## config.mk

```make
export PLATFORM = sky130hd
export DESIGN_NAME = mul_stage_vec_flat
export DESIGN_NICKNAME = d
export VERILOG_FILES = /design/src/rtl/mul_stage_vec_if.sv /design/src/rtl/mul_stage_vec.sv /design/src/flat_wrapper.sv
export SDC_FILE = /design/constraint.sdc
export NUM_CORES = 1
export LEC_CHECK = 0
export ABC_CLOCK_PERIOD_IN_PS = 3680
export CORE_ASPECT_RATIO = 1.25
export CORE_UTILIZATION = 40
export CTS_CLUSTER_DIAMETER = 30
export CTS_CLUSTER_SIZE = 25
export DETAILED_ROUTE_END_ITERATION = 6
export GPL_TIMING_DRIVEN = 0
export SLEW_MARGIN = 20
export SYNTH_ARGS = -nofsm -noshare
export SYNTH_HDL_FRONTEND = slang
export SYNTH_SLANG_ARGS = --single-unit
```

## constraint.sdc

```tcl
create_clock -name clk -period 3.68 [get_ports clk]
set_clock_uncertainty 0.05 [all_clocks]
set_input_delay 0.736 -clock clk [delete_from_list [all_inputs] [get_ports clk]]
set_output_delay 0.736 -clock clk [all_outputs]
set_load 0.01 [all_outputs]
```

## src/rtl/mul_stage_vec_if.sv

```systemverilog
// rtl/mul_stage_vec_if.sv - handshake and data bundle for the multi-lane FP multiply stage
// Signals:
//   srcReady              upstream offers in_A/in_B/mode
//   readyForInput         stage can accept this cycle
//   in_A, in_B            operand vectors, DATA_W bits
//   mode                  0 = plain multiply, 1 = multiply then ReLU
//   outputReadyEn         multiplicationResult valid
//   destReady             downstream accepts result this cycle
//   multiplicationResult  product vector, DATA_W bits
// Modports: master = producer/consumer side, slave = the multiply stage.
interface mul_stage_vec_if #(
    parameter int DATA_W = 32
);
    logic              srcReady;
    logic              readyForInput;
    logic [DATA_W-1:0] in_A;
    logic [DATA_W-1:0] in_B;
    logic              mode;
    logic              outputReadyEn;
    logic              destReady;
    logic [DATA_W-1:0] multiplicationResult;

    modport master (
        output srcReady, in_A, in_B, mode, destReady,
        input  readyForInput, outputReadyEn, multiplicationResult
    );

    modport slave (
        input  srcReady, in_A, in_B, mode, destReady,
        output readyForInput, outputReadyEn, multiplicationResult
    );
endinterface

```

## src/rtl/mul_stage_vec.sv

```systemverilog
// rtl/mul_stage_vec.sv - three-stage pipelined multi-lane floating-point multiplier with ReLU
// Ports:
//   clk  rising-edge clock
//   rst  asynchronous active-low reset
//   bus  mul_stage_vec_if.slave: srcReady/readyForInput input handshake, in_A/in_B/mode,
//        outputReadyEn/destReady output handshake, multiplicationResult
// Stages: S1 unpack/classify/exp add/mantissa product, S2 normalise + round-nearest-even,
//         S3 pack/specials/ReLU registered onto the outputs.
module mul_stage_vec #(
    parameter int EXP_W = 5,
    parameter int MAN_W = 10,
    parameter int LANES = 2
) (
    input logic           clk,
    input logic           rst,
    mul_stage_vec_if.slave bus
);
    localparam int W  = 1 + EXP_W + MAN_W;
    localparam int MP = 2 * (MAN_W + 1);
    // Exponent carried with two spare bits so underflow (negative) and overflow stay visible.
    localparam int EW = EXP_W + 2;
    localparam logic [EW-1:0]        BIAS    = EW'((1 << (EXP_W - 1)) - 1);
    localparam logic signed [EW-1:0] EXP_MAX = EW'((1 << EXP_W) - 1);

    localparam logic [1:0] CLS_NORM = 2'd0;
    localparam logic [1:0] CLS_ZERO = 2'd1;
    localparam logic [1:0] CLS_INF  = 2'd2;
    localparam logic [1:0] CLS_NAN  = 2'd3;

    logic stall;
    assign stall             = bus.outputReadyEn & ~bus.destReady;
    assign bus.readyForInput = ~stall;

    logic                        s1Valid, s2Valid, s1Mode, s2Mode;
    logic [LANES-1:0]            s1Sign, s2Sign;
    logic [LANES-1:0][1:0]       s1Cls, s2Cls;
    logic [LANES-1:0][EW-1:0]    s1Exp, s2Exp;
    logic [LANES-1:0][MP-1:0]    s1Prod;
    logic [LANES-1:0][MAN_W-1:0] s2Man;

    logic [LANES-1:0]            c1Sign;
    logic [LANES-1:0][1:0]       c1Cls;
    logic [LANES-1:0][EW-1:0]    c1Exp, c2Exp;
    logic [LANES-1:0][MP-1:0]    c1Prod;
    logic [LANES-1:0][MAN_W-1:0] c2Man;
    logic [LANES*W-1:0]          c3Res;

    for (genvar i = 0; i < LANES; i++) begin : g_lane
        logic             sA, sB;
        logic [EXP_W-1:0] eA, eB;
        logic [MAN_W-1:0] mA, mB;
        logic             zA, zB, infA, infB, nanA, nanB;

        assign {sA, eA, mA} = bus.in_A[i*W +: W];
        assign {sB, eB, mB} = bus.in_B[i*W +: W];

        // Denormals count as zero: they are flushed rather than multiplied.
        assign zA   = (eA == '0);
        assign zB   = (eB == '0);
        assign infA = (eA == '1) && (mA == '0);
        assign infB = (eB == '1) && (mB == '0);
        assign nanA = (eA == '1) && (mA != '0);
        assign nanB = (eB == '1) && (mB != '0);

        always_comb begin
            c1Sign[i] = sA ^ sB;
            c1Exp[i]  = EW'(eA) + EW'(eB) - BIAS;
            c1Prod[i] = MP'({1'b1, mA}) * MP'({1'b1, mB});
            if (nanA || nanB || (infA && zB) || (infB && zA)) begin
                c1Cls[i] = CLS_NAN;
            end else if (infA || infB) begin
                c1Cls[i] = CLS_INF;
            end else if (zA || zB) begin
                c1Cls[i] = CLS_ZERO;
            end else begin
                c1Cls[i] = CLS_NORM;
            end
        end

        // Product lies in [1,4); one left shift aligns the hidden bit to the MSB.
        logic [MP-1:0]    normP;
        logic [MAN_W:0]   kept;
        logic             guardBit, stickyBit;
        logic [MAN_W+1:0] rounded;

        always_comb begin
            normP     = s1Prod[i][MP-1] ? s1Prod[i] : (s1Prod[i] << 1);
            kept      = normP[MP-1 -: MAN_W+1];
            guardBit  = normP[MAN_W];
            stickyBit = |normP[MAN_W-1:0];
            rounded   = {1'b0, kept} + (MAN_W+2)'(guardBit & (stickyBit | kept[0]));
            // Rounding carry out leaves 1.000..0 x 2, so the stored field is all zeros.
            c2Exp[i]  = s1Exp[i] + EW'(s1Prod[i][MP-1]) + EW'(rounded[MAN_W+1]);
            c2Man[i]  = rounded[MAN_W+1] ? rounded[MAN_W:1] : rounded[MAN_W-1:0];
        end

        logic [W-1:0]          laneRes;
        logic signed [EW-1:0]  expS;

        always_comb begin
            laneRes = '0;
            expS    = $signed(s2Exp[i]);
            case (s2Cls[i])
                CLS_NAN:  laneRes = {1'b0, {EXP_W{1'b1}}, 1'b1, {(MAN_W-1){1'b0}}};
                CLS_INF:  laneRes = {s2Sign[i], {EXP_W{1'b1}}, {MAN_W{1'b0}}};
                CLS_ZERO: laneRes = {s2Sign[i], {(W-1){1'b0}}};
                default: begin
                    if (expS >= EXP_MAX) begin
                        laneRes = {s2Sign[i], {EXP_W{1'b1}}, {MAN_W{1'b0}}};
                    end else if (expS <= 0) begin
                        laneRes = {s2Sign[i], {(W-1){1'b0}}};
                    end else begin
                        laneRes = {s2Sign[i], s2Exp[i][EXP_W-1:0], s2Man[i]};
                    end
                end
            endcase
            // Canonical NaN is positive, so only genuinely negative results are clamped.
            if (s2Mode && laneRes[W-1]) begin
                laneRes = '0;
            end
        end

        assign c3Res[i*W +: W] = laneRes;
    end

    // Every stage advances together; a stall freezes the whole pipe including bubbles.
    always_ff @(posedge clk or negedge rst) begin
        if (!rst) begin
            s1Valid                  <= 1'b0;
            s2Valid                  <= 1'b0;
            s1Mode                   <= 1'b0;
            s2Mode                   <= 1'b0;
            s1Sign                   <= '0;
            s2Sign                   <= '0;
            s1Cls                    <= '0;
            s2Cls                    <= '0;
            s1Exp                    <= '0;
            s2Exp                    <= '0;
            s1Prod                   <= '0;
            s2Man                    <= '0;
            bus.outputReadyEn        <= 1'b0;
            bus.multiplicationResult <= '0;
        end else if (!stall) begin
            s1Valid                  <= bus.srcReady;
            s1Mode                   <= bus.mode;
            s1Sign                   <= c1Sign;
            s1Cls                    <= c1Cls;
            s1Exp                    <= c1Exp;
            s1Prod                   <= c1Prod;
            s2Valid                  <= s1Valid;
            s2Mode                   <= s1Mode;
            s2Sign                   <= s1Sign;
            s2Cls                    <= s1Cls;
            s2Exp                    <= c2Exp;
            s2Man                    <= c2Man;
            bus.outputReadyEn        <= s2Valid;
            bus.multiplicationResult <= c3Res;
        end
    end
endmodule
```

## src/flat_wrapper.sv

```systemverilog
// flat-port wrapper written by rule: the top's interface ports become plain ports
module mul_stage_vec_flat 
#(
    parameter int EXP_W = 5,
    parameter int MAN_W = 10,
    parameter int LANES = 2
)
  (clk, rst, bus_srcReady, bus_in_A, bus_in_B, bus_mode, bus_destReady, bus_readyForInput, bus_outputReadyEn, bus_multiplicationResult);
  mul_stage_vec_if bus_i ();
  input logic clk;
  input logic rst;
  input wire logic [$bits(bus_i.srcReady)-1:0] bus_srcReady;
  input wire logic [$bits(bus_i.in_A)-1:0] bus_in_A;
  input wire logic [$bits(bus_i.in_B)-1:0] bus_in_B;
  input wire logic [$bits(bus_i.mode)-1:0] bus_mode;
  input wire logic [$bits(bus_i.destReady)-1:0] bus_destReady;
  output wire logic [$bits(bus_i.readyForInput)-1:0] bus_readyForInput;
  output wire logic [$bits(bus_i.outputReadyEn)-1:0] bus_outputReadyEn;
  output wire logic [$bits(bus_i.multiplicationResult)-1:0] bus_multiplicationResult;
  assign bus_i.srcReady = bus_srcReady;
  assign bus_i.in_A = bus_in_A;
  assign bus_i.in_B = bus_in_B;
  assign bus_i.mode = bus_mode;
  assign bus_i.destReady = bus_destReady;
  assign bus_readyForInput = bus_i.readyForInput;
  assign bus_outputReadyEn = bus_i.outputReadyEn;
  assign bus_multiplicationResult = bus_i.multiplicationResult;
  mul_stage_vec #(.EXP_W(EXP_W), .MAN_W(MAN_W), .LANES(LANES)) u_core (.clk(clk), .rst(rst), .bus(bus_i));
endmodule
```

* Word level (Yosys, flattened, before mapping) *
Cells that the tools add are included.

word-level totals
  word-level logic and storage cells = 111
  register bits after elaboration = 141
  output and inout bits = 34

operators by class
  mux-type cells = 18
  $lt $le $gt $ge = 4
  reductions and logical operators = 38
  $mul = 2
  $add $sub $neg = 10
  bitwise gates (word level) = 9
  equality and inequality tests = 10

operators with widths
  kind                                                 number
  case mux 16 bit (3 select lines)                     2
  2-to-1 mux 15 bit                                    4
  multiplier 11 x 11 -> 22 bit                         2
  2-to-1 mux 22 bit                                    2
  logical NOT 10 bit                                   4
  nonzero test 10 bit                                  4
  2-to-1 mux 16 bit                                    2
  adder 7 x 1 -> 7 bit                                 4
  adder 11 x 12 -> 12 bit                              2
  AND 1 x 12 -> 12 bit                                 2
  == test 5 bit, second input constant                 4
  logical NOT 5 bit                                    4
  2-to-1 mux 10 bit                                    2
  OR reduction 10 bit                                  2
  >= comparator 7 x 6 -> 1 bit, second input constant  2
  <= comparator 7 x 1 -> 1 bit, second input constant  2
  logical AND 1 bit                                    14
  subtractor 7 x 4 -> 7 bit, second input constant     2
  adder 5 x 5 -> 6 bit                                 2
  logical OR 1 bit                                     10
  == test 2 bit, second input constant                 4
  2-to-1 mux 2 bit                                     4
  == test 2 x 1 -> 1 bit, second input constant        2
  2-to-1 mux 1 bit                                     2
  other kinds (4)                                      7

* Logic depth before layout (Yosys ltp) *
Gate-level depths: netlist (run 1).

  word-level depth = 6
  depth in mapped cells = 20
  depth with buffers taken out = 18

* Least setup slack after synthesis (run 1) *
No wires, ideal clock.

  kind = input port to flip-flop
  start point = input port bus_in_B[2]
  end point = register u_core.s1Prod[17] in the netlist's numbering
  stages = 17
  data required time = 3.493 ns
  buffers on the path = 1
  slack = -1.696 ns
  arrival time = 5.189 ns
  path through = clkbuf_1 inv_1 fa_1 inv_1 fa_1 inv_1 fa_1 fa_1 fa_1 inv_1 ha_1 a21oi_1 o21ai_0 a221o_1 a31oi_1 xor2_1 a21oi_1

between the ends
  word-level cells in the longest chain between the ends = 1

ends and longest elaborated chain
  element                       line                  text
  start: declaration            flat_wrapper.sv:14    input wire logic [$bits(bus_i.in_B)-1:0] bus_in_B;
  multiplier 11 x 11 -> 22 bit  mul_stage_vec.sv:68   c1Prod[i] = MP'({1'b1, mA}) * MP'({1'b1, mB});
  end signal: assignment        mul_stage_vec.sv:149  s1Prod <= c1Prod;
  end: declaration              mul_stage_vec.sv:38   logic [LANES-1:0][MP-1:0] s1Prod;

Every way passes these cells.
A chain may end at the register's enable or synchronous reset.

* Worst setup path in the final report (run 1) *
  start point = input port bus_in_A[7]
  end point = register u_core.s1Prod[16] in the netlist's numbering

between the ends
  word-level cells in the longest chain between the ends = 1

ends and longest elaborated chain
  element                       line                 text
  start: declaration            flat_wrapper.sv:13   input wire logic [$bits(bus_i.in_A)-1:0] bus_in_A;
  multiplier 11 x 11 -> 22 bit  mul_stage_vec.sv:68

Every way passes these cells.

==> impl_metrics.ini, run 1 <==
[run_status]
status = complete, but fails checks
violations = negative setup slack

[worst_setup_path]
crit_chain = buf_8, clkbuf_16, buf_8, nand2_4, fa_1, inv_2, fa_1, inv_1, fa_1, inv_2, fa_1, fa_2, ha_4, a21oi_4, buf_6, o221ai_4, a211oi_2, nor2_1, xnor2_1, o21ai_1
cp_top_family = adder cells
cp.required_ns = 3.92
startpoint_type = input port
cp-end-kind = register
slowest_stage = fa_1
cp_max_fo = 5
crit_type = in2reg
crit_top_cell = fa_1
timing.rr.start = u_core.s1Prod[21]
cp.arrival_ns = 5.01
critPathBufInv = 7
critPathLaunch = bus_in_A[7]
slowest_delay_ns = 0.57

[pwr]
power_frac_comb_pct = 75.1
switching_share_pct = 45.6
ir_worst_vdd_mv = 0.630
p_switching_uw = 8520
pwr-share-seq_pct = 15.2
p_per_area_mw_per_mm2 = 925
intPower_uw = 10200
p_leak_uw = 0.00949
p_clk_share_pct = 9.8

[sta]
post-route-period-util_pct = 130
drv_slew = 0
holdWs_ns = 0.134
fmax_mhz = 209
min_period_ns = 4.78
tightest_slew_ns = 1.14
slew_headroom_pct = 23.1
rsz0062_at_grt = yes
setup_ws_ns = -1.10
fin_tns_setup_ns = -27.55
hold_violations = 0
setup_viol = 32

[placement]
post-dp-hpwl_microns = 31700
dp_slack_ns = -2.23
gp_congestion = 0.881
io_buffer_count = 93

[clock_network]
hold_buffers = 0
cts_buffer_depth = 2
cts-htree-levels = 4
clkSlewWorstSetupHoldPaths_ns = 0.06
clock_latency_ns = 0.43
numCtsBuffers = 17
cts-root-buf = clkbuf_16
cts_tree = done
cts_sinks = 141

[grt]
grt_start_max_net_pins = 99
antenna_found_initial = 1
grt_overflow = 0
grt_pass1_vias = 13400
grt_pass1_wl_microns = 68600
grt_usage_pct = 22.4

[finish]
regArea_sq_mm = 0.00353
finalNetCount = 2349
area_growth_pct = 33.4
final_cell_mix = 222 x nand2_1, 213 x inv_1, 153 x fa_1
multiInputGateArea_sq_mm = 0.0114
nFillCells = 3331
final_common_cell = nand2_1
num_antenna_cells = 0
drive_gt1_share_pct = 22.9

[logic_synthesis]
synth_edf_count = 0
async_flop_share_pct = 100
syn_area_sq_mm = 0.0151
ys_ff_latch = 141
syn_avg_cell_area_sq_um = 8.71
yosysSeqAreaShare_pct = 23.3
ys.flop_type = dfrtp_1
synth.net_count = 2108
synth_warnings = 0
synth.distinct_cells = 62
synthCells = 1739

[route]
post-route-drc-count = 0
drt_iter0_drc = 744
wl_per_cell_microns = 17.1
drt_first_pass_iters = 5
vias = 12800
routed_via_density = 5.16
final_antenna_net_count = 0
wl_microns = 42400

[die]
dieHeight_microns = 220
rows = 79
core_sq_mm = 0.0373
die_area_sq_mm = 0.0387
io_pins = 103
initial_core_util_pct = 40.7
die_w_microns = 176

[flow_run]
drv_cap = 0

[hold_path]
hold_path.class = in2async
sequential cells by signal (all words and copies together) (netlist names), 2 cells and up:
| register | count |
|---|---|
| u_core.g_lane.expS | 14 |
| u_core.s1Cls | 4 |
| u_core.s1Sign | 2 |
| u_core.s1Prod | 44 |
| u_core.bus.multiplicationResult | 32 |
| u_core.s1Exp | 14 |
| u_core.s2Cls | 4 |
| u_core.s2Sign | 2 |
| u_core.s2Man | 20 |
metrics by stage:
stage / cell area [sq um] / instances / util (%) / total power, uW
final: 20200 / 2479 / 54.2 / 18700
after CTS: 19400 / 2442 / 52.1 / 17600
after global placement: 17500 / 2318 / 47.0 / 13600
after detailed placement: 17500 / 2319 / 47.1 / 13800
after global routing: 20200 / 2479 / 54.2 / 20300
after floorplan: 16000 / 1739 / - / 11200
final timing paths:
kind	endpoint	slack (ns)	cells after the start
max	u_core.s1Prod[16]	-1.10	20
min reg2reg	u_core.bus.multiplicationResult[15]	0.42	2
min	u_core.s1Prod[41]	0.13	1
max reg2reg	u_core.g_lane[0].expS[6]	0.17	15
max in group asynchronous	u_core.bus.multiplicationResult[0]	2.62	2
min in group clk	u_core.bus.multiplicationResult[15]	0.42	2
cell families (layout without fill, tap and decap cells):
kind of cell             count (synthesis)  after routing  synth area share (%)
flip-flops                             141            141                  23.3
AND/OR/NAND/NOR                        572            572                  17.5
XOR/XNOR                                76             76                  4.39
buffers and inverters                  345            599                  8.66
adder cells (fa/ha/maj)                300            300                  32.9
multiplexers                            18             18                  1.21
AO/OA/AOI/OAI                          287            287                  12.0
cell usage after synthesis (6+ instances only):
cell,instances,area [sq um]
inv_1,253,950
nand2_1,250,938
fa_1,164,3280
dfrtp_1,141,3530
ha_1,136,1700
nor2_1,111,417
a21oi_1,88,440
clkbuf_1,83,312
and2_1,80,500
o21ai_0,73,365
nand3_1,44,220
xnor2_1,44,385
a22o_1,33,289
xor2_1,32,280
and3_1,16,100
a31oi_1,15,93.8
mux2i_1,15,150
nor3_1,14,70.1
a211oi_1,12,90.1
nor4_1,12,75.1
a21o_1,11,82.6
nand4_1,10,62.6
nand2b_1,7,43.8
o211ai_1,7,52.6
or4_1,7,52.6
nor2b_1,6,37.5
o21bai_1,6,45.0
o31ai_1,6,45.0
area by class of cell:
type                       count  share of cell area, %
clock buffer                  18                   2.12
clock inverter                14                  0.947
multi-input combinational   1253                   56.4
sequential                   141                   17.5
buffer                        80                   3.94
inverter                     254                   4.89
timing repair buffer         233                   11.2
tap                          486                   3.01
power groups by stage:
| stage | registers, uW | logic (uW) | clock network [uW] |
|---|---|---|---|
| global placement | 2840 | 10800 | 0 |
| floorplan | 2780 | 8380 | 0 |
| CTS | 2850 | 12800 | 1850 |
| finish | 2840 | 14000 | 1830 |
| global route | 2930 | 15400 | 1930 |
| detailed placement | 2860 | 10900 | 0 |
routing by layer:
| layer | GRT usage [%] | vias to the layer above | part of all wire [%] |
|---|---|---|---|
| met5 | 0 | - | 0.031 |
| met4 | 6.55 | 2 | 2.5 |
| met3 | 2.59 | 69 | 3.5 |
| met2 | 40.1 | 299 | 50 |
| met1 | 28.3 | 6282 | 44 |
| li1 | - | 6129 | - |
repair_timing:
item                       4_1_cts  5_1_grt
setup buffers                   94       46
setup endpoints to repair       49       41
gates cloned                     3        0
pin swaps                      117      101
gates resized for setup        267      167
Power figures use the tool's default switching activity.
==> inputs of run 2 (changes only) <==
--- a/config.mk
+++ b/config.mk
@@ -9,3 +9,3 @@
 export CORE_ASPECT_RATIO = 1.25
-export CORE_UTILIZATION = 40
+export CORE_UTILIZATION = 43
 export CTS_CLUSTER_DIAMETER = 30
--- a/constraint.sdc
+++ b/constraint.sdc
@@ -4,2 +4,2 @@
 set_output_delay 0.736 -clock clk [all_outputs]
-set_load 0.01 [all_outputs]
+set_load 0.05 [all_outputs]
==> impl_metrics.ini, run 2 (same netlist as run 1, synthesis figures left out) <==
[sta]
post-route-period-util_pct = 131
fin_tns_setup_ns = -27.58
drv_slew = 0
slew_headroom_pct = 27.9
hold_violations = 0
setup_viol = 31
min_period_ns = 4.81
fmax_mhz = 208
setup_ws_ns = -1.13
rsz0062_at_grt = yes
tightest_slew_ns = 1.08
holdWs_ns = 0.142

[pwr]
switching_share_pct = 46.8
p_switching_uw = 9030
power_frac_comb_pct = 76.2
p_leak_uw = 0.00948
pwr-share-seq_pct = 14.6
p_per_area_mw_per_mm2 = 956
intPower_uw = 10300
total_power_uw = 19300
p_clk_share_pct = 9.1
ir_worst_vdd_mv = 0.547

[route]
drt_iter0_drc = 669
routed_via_density = 5.18
post-route-drc-count = 0
vias = 12700
drt_first_pass_iters = 5
wl_per_cell_microns = 17.0
wl_microns = 41800
final_antenna_net_count = 0

[grt]
antenna_found_initial = 0
grt_start_max_net_pins = 97
grt_overflow = 0
grt_usage_pct = 24.1
grt_pass1_vias = 13100
grt_pass1_wl_microns = 67600

[placement]
post-dp-hpwl_microns = 31400
gp_congestion = 0.891
place_area_sq_mm = 0.0175
io_buffer_count = 93
dp_slack_ns = -2.17

[clock_network]
cts-root-buf = clkbuf_16
numCtsBuffers = 17
hold_buffers = 0
cts_buffer_depth = 2
clkSlewWorstSetupHoldPaths_ns = 0.06
cts-htree-levels = 4
cts_sinks = 141
cts_tree = done
clock_latency_ns = 0.43

[flow_run]
drv_cap = 0

[finish]
largestRegisters = u_core.s1Prod: 44 flops, u_core.bus.multiplicationResult: 32 flops, u_core.s2Man: 20 flops
finalNetCount = 2343
max_flop_register = u_core.s1Prod
nFillCells = 3070
drive_gt1_share_pct = 23.2
regArea_sq_mm = 0.00353
final_cell_mix = 211 x nand2_1, 204 x inv_1, 153 x fa_1
num_antenna_cells = 0
final_common_cell = nand2_1
largest_reg_flops = 44
final_area_sq_mm = 0.0202
area_growth_pct = 33.2
multiInputGateArea_sq_mm = 0.0114

[worst_setup_path]
cp-end-kind = register
crit_type = in2reg
cp.arrival_ns = 5.05
crit_top_cell = fa_1
cp_max_fo = 4
slowest_stage = fa_1
cp.required_ns = 3.92
slowest_delay_ns = 0.51
crit_chain = buf_8, buf_8, buf_6, buf_6, and2_4, fa_1, inv_1, fa_1, fa_1, fa_1, fa_1, inv_2, ha_4, a21oi_4, o21ai_2, a221o_1, a31oi_4, xor2_1, a21oi_1
startpoint_type = input port

[die]
die_area_sq_mm = 0.0360
io_pins = 103
initial_core_util_pct = 43.8
core_sq_mm = 0.0346
rows = 76
die_w_microns = 170
dieHeight_microns = 212

[hold_path]
hold_path.class = in2async

[run_status]
violations = negative setup slack
status = complete, but fails checks
-- run 2: path summary, 6_finish.rpt --
| check | startpoint | to | slack (ns) | depth (start not counted) |
|---|---|---|---|---|
| max reg2reg | u_core.s1Prod[21] | u_core.g_lane[0].expS[6] | 0.18 | 16 |
| max in group asynchronous | rst | u_core.bus.multiplicationResult[7] | 2.65 | 2 |
| min in group clk | u_core.bus.multiplicationResult[31] | u_core.bus.multiplicationResult[31] | 0.41 | 2 |
| min reg2reg | u_core.bus.multiplicationResult[31] | u_core.bus.multiplicationResult[31] | 0.41 | 2 |
| min | rst | u_core.bus.multiplicationResult[21] | 0.14 | 1 |
| max | bus_in_B[5] | u_core.s1Prod[17] | -1.13 | 19 |
-- run 2: power by group through the flow --
stage	clock network, uW	registers (uW)	logic (uW)
after floorplan	0	3290	8410
after global placement	0	2830	11300
after detailed placement	0	2840	11500
after CTS	1780	2830	13500
after global routing	1850	2920	16100
final	1760	2820	14700
-- run 2: critical path, delay by kind of cell --
kind	cells	cell delay [ns]
AOI/OAI and AO/OA	5	0.85
and+or+nand+nor	1	0.13
xor gates and xnor gates	1	0.18
adders and majority gates	6	2.61
buffers and inverters	6	0.54
-- run 2: layer usage --
metal	up-vias	GRT usage, %	part of all wire, %
met5	-	0	0
met2	306	41.6	49
met4	0	8.88	2.7
met1	6226	31.1	44
met3	64	2.26	3.8
li1	6116	-	-
-- run 2: final cells by class --
| class | count | share of cell area, % |
|---|---|---|
| Buffer | 81 | 3.94 |
| Clock buffer | 26 | 2.42 |
| Clock inverter | 6 | 0.533 |
| Inverter | 254 | 4.86 |
| Multi-Input combinational cell | 1253 | 56.6 |
| Sequential cell | 141 | 17.5 |
| Tap cell | 468 | 2.90 |
| Timing Repair Buffer | 226 | 11.2 |
-- run 2: per-stage QoR --
step           util [%]  instances
2_1_floorplan         -       1739
3_3_place_gp       50.6       2300
3_5_place_dp       50.7       2301
5_1_grt            58.3       2455
4_1_cts            56.6       2432
6_report           58.3       2455
-- run 2: repair_timing --
| action | CTS | global route |
|---|---|---|
| cloned | 5 | 0 |
| resized for setup | 293 | 143 |
| buffers inserted | 101 | 30 |
| pin swaps | 112 | 93 |
| endpoints found under the setup margin | 47 | 41 |
==> inputs of run 3 (changes only) <==
Settings changed: ABC_AREA from default to 1.
==> impl_metrics.ini, run 3 <==
[grt]
grt_pass1_wl_microns = 72000
antenna_found_initial = 0
grt_pass1_vias = 14800
grt_start_max_net_pins = 97
grt_usage_pct = 24.0
grt_overflow = 0

[logic_synthesis]
ys_ff_latch = 141
ys.flop_type = dfrtp_1
synth.net_count = 2498
async_flop_share_pct = 100
synth.distinct_cells = 38
synthCells = 2129
synth_area_leader_cell = dfrtp_1
syn_avg_cell_area_sq_um = 7.35
synth_edf_count = 0
yosys-top-cells-count = 695 x nand2_1, 439 x inv_1, 164 x fa_1
syn_area_sq_mm = 0.0156
synth_warnings = 0
yosys.cell_count.top_type = nand2_1
yosysTopAreaCellShare_pct = 22.6
yosysSeqAreaShare_pct = 22.6
synth_area_leaders = dfrtp_1 23%, fa_1 21%, nand2_1 17%

[worst_setup_path]
startpoint_type = input port
crit_type = in2reg
cp-end-kind = register
cp.arrival_ns = 4.87
cp.required_ns = 3.95
cp_max_fo = 5

[pwr]
p_switching_uw = 9720
switching_share_pct = 51.2
ir_worst_vdd_mv = 0.704
power_frac_comb_pct = 76.7
intPower_uw = 9270
p_clk_share_pct = 8.8
p_leak_uw = 0.0111
total_power_uw = 19000
pwr-share-seq_pct = 14.5
p_per_area_mw_per_mm2 = 909

[finish]
finalNetCount = 2751
largest_reg_flops = 44
final_common_cell = nand2_1
drive_gt1_share_pct = 23.1
instances_no_fill = 2869
final_cell_mix = 589 x nand2_1, 385 x inv_1, 150 x fa_1
area_growth_pct = 33.6
max_flop_register = u_core.s1Prod
num_antenna_cells = 0
largestRegisters = u_core.s1Prod: 44 flops, u_core.bus.multiplicationResult: 32 flops, u_core.s2Man: 20 flops

[sta]
hold_violations = 0
tightest_slew_ns = 0.948
min_period_ns = 4.60
fmax_mhz = 217
slew_headroom_pct = 36.8
setup_viol = 33
setup_ws_ns = -0.920
drv_slew = 0
rsz0062_at_grt = yes
post-route-period-util_pct = 125

[clock_network]
cts_buffer_depth = 2
numCtsBuffers = 17
clock_latency_ns = 0.43
cts-htree-levels = 4
cts_sinks = 141
hold_buffers = 0
cts-root-buf = clkbuf_16
clkSlewWorstSetupHoldPaths_ns = 0.06
cts_tree = done

[die]
initial_core_util_pct = 43.9
core_sq_mm = 0.0356
dieHeight_microns = 215
io_pins = 103
die_w_microns = 173
rows = 77
die_area_sq_mm = 0.0372

[run_status]
status = complete, but fails checks
violations = negative setup slack

[flow_run]
drv_cap = 0

[hold_path]
hold_path.class = in2async

[route]
final_antenna_net_count = 0
drt_first_pass_iters = 5
drt_iter0_drc = 729
wl_microns = 43000
routed_via_density = 4.94
vias = 14200
wl_per_cell_microns = 15.0
post-route-drc-count = 0

[placement]
gp_congestion = 0.881
post-dp-hpwl_microns = 32300
dp.cells = 2706
io_buffer_count = 102
-- run 3: changes by cell type after synthesis, moves of 16 or more --
cell,previous run,this run
a22o_1,33,0
inv_1,253,439
a21oi_1,88,50
xnor2_1,44,22
and3_1,16,0
nand3_1,44,116
and2_1,80,1
nor2_1,111,91
nand2_1,250,695
o21ai_0,73,96
clkbuf_1,83,62
-- run 3: worst max-delay path: stages --
cell and delay, ns:
buf_8 0.10, clkbuf_16 0.14, buf_6 0.12, buf_4 0.12, nand2_1 0.07, fa_1 0.41, inv_1 0.10, fa_1 0.44
fa_1 0.48, fa_1 0.49, inv_1 0.05, fa_1 0.47, inv_1 0.06, ha_4 0.32, nand2_4 0.08, buf_4 0.15
nor4_4 0.15, nand2_2 0.09, nand2_1 0.08, nand2_1 0.06, nand3_1 0.10, nand2_1 0.06
-- run 3: layout make-up --
cell class / count / area [sq um]
plain buffers: 71 / 791
flip-flops and latches: 141 / 3530
well taps: 474 / 593
fillers: 3233 / 14700
clock inverters: 12 / 110
clock buffers: 20 / 467
inverters: 444 / 1670
multi-input cells: 1473 / 11500
repair buffers: 234 / 2220
-- run 3: logic make-up (layout without fill, tap and decap cells) --
family	after synthesis	in the layout	share of synthesized area, %
xor+xnor	39	39	2.18
simple gates	961	961	25.0
flops	141	141	22.6
buf+inv	515	781	12.5
compound gates	173	173	5.92
fa+ha+maj	300	300	31.9
-- run 3: power groups by stage --
stage | combinational [uW] | clock [uW] | sequential [uW]
after floorplan | 8130 | 0 | 3220
after global placement | 11100 | 0 | 2740
after detailed placement | 11200 | 0 | 2760
after CTS | 12900 | 1700 | 2740
after global routing | 16100 | 1760 | 2840
final | 14600 | 1670 | 2750
-- run 3: timing repair --
item | 4_1_cts | 5_1_grt
pin swaps | 129 | 120
endpoints found under the setup margin | 36 | 34
gates cloned | 1 | 0
buffers inserted | 100 | 31
gates resized for setup | 344 | 195
endpoints found under the hold margin | 0 | 0
-- run 3: stage by stage --
stage	TNS (ns)	hold slack (ns)	setup slack [ns]	instance area, sq um	utilization (%)
CTS	-23.05	0.157	-0.933	20100	56.3
floorplan	-24.40	0.390	-0.957	16500	-
finish	-23.79	0.143	-0.920	20900	58.6
global placement	-585.47	0.402	-3.78	18100	50.8
detailed placement	-55.82	0.415	-1.93	18200	50.9
global route	-28.65	0.166	-1.10	20900	58.6
-- run 3: worst paths after layout --
check,startpoint,end,slack (ns),cells past startpoint
max,bus_in_B[20],u_core.s1Prod[41],-0.92,22
max reg2reg,u_core.s1Prod[43],u_core.g_lane[1].expS[6],0.41,16
max in group asynchronous,rst,u_core.bus.multiplicationResult[7],2.64,2
min,rst,u_core.s1Exp[13],0.14,1
min reg2reg,u_core.bus.multiplicationResult[7],u_core.bus.multiplicationResult[7],0.42,2
min in group clk,u_core.bus.multiplicationResult[7],u_core.bus.multiplicationResult[7],0.42,2
-- run 3: per-layer routing --
layer / part of all wire [%] / wire (microns) / GRT usage (%) / vias to the layer above
li1: - / - / - / 6958
met1: 44 / 18700 / 29.8 / 6840
met2: 51 / 22000 / 43.7 / 291
met3: 2.9 / 1230 / 2.05 / 73
met4: 2.5 / 1080 / 7.53 / 0
met5: 0 / 0 / 0 / -
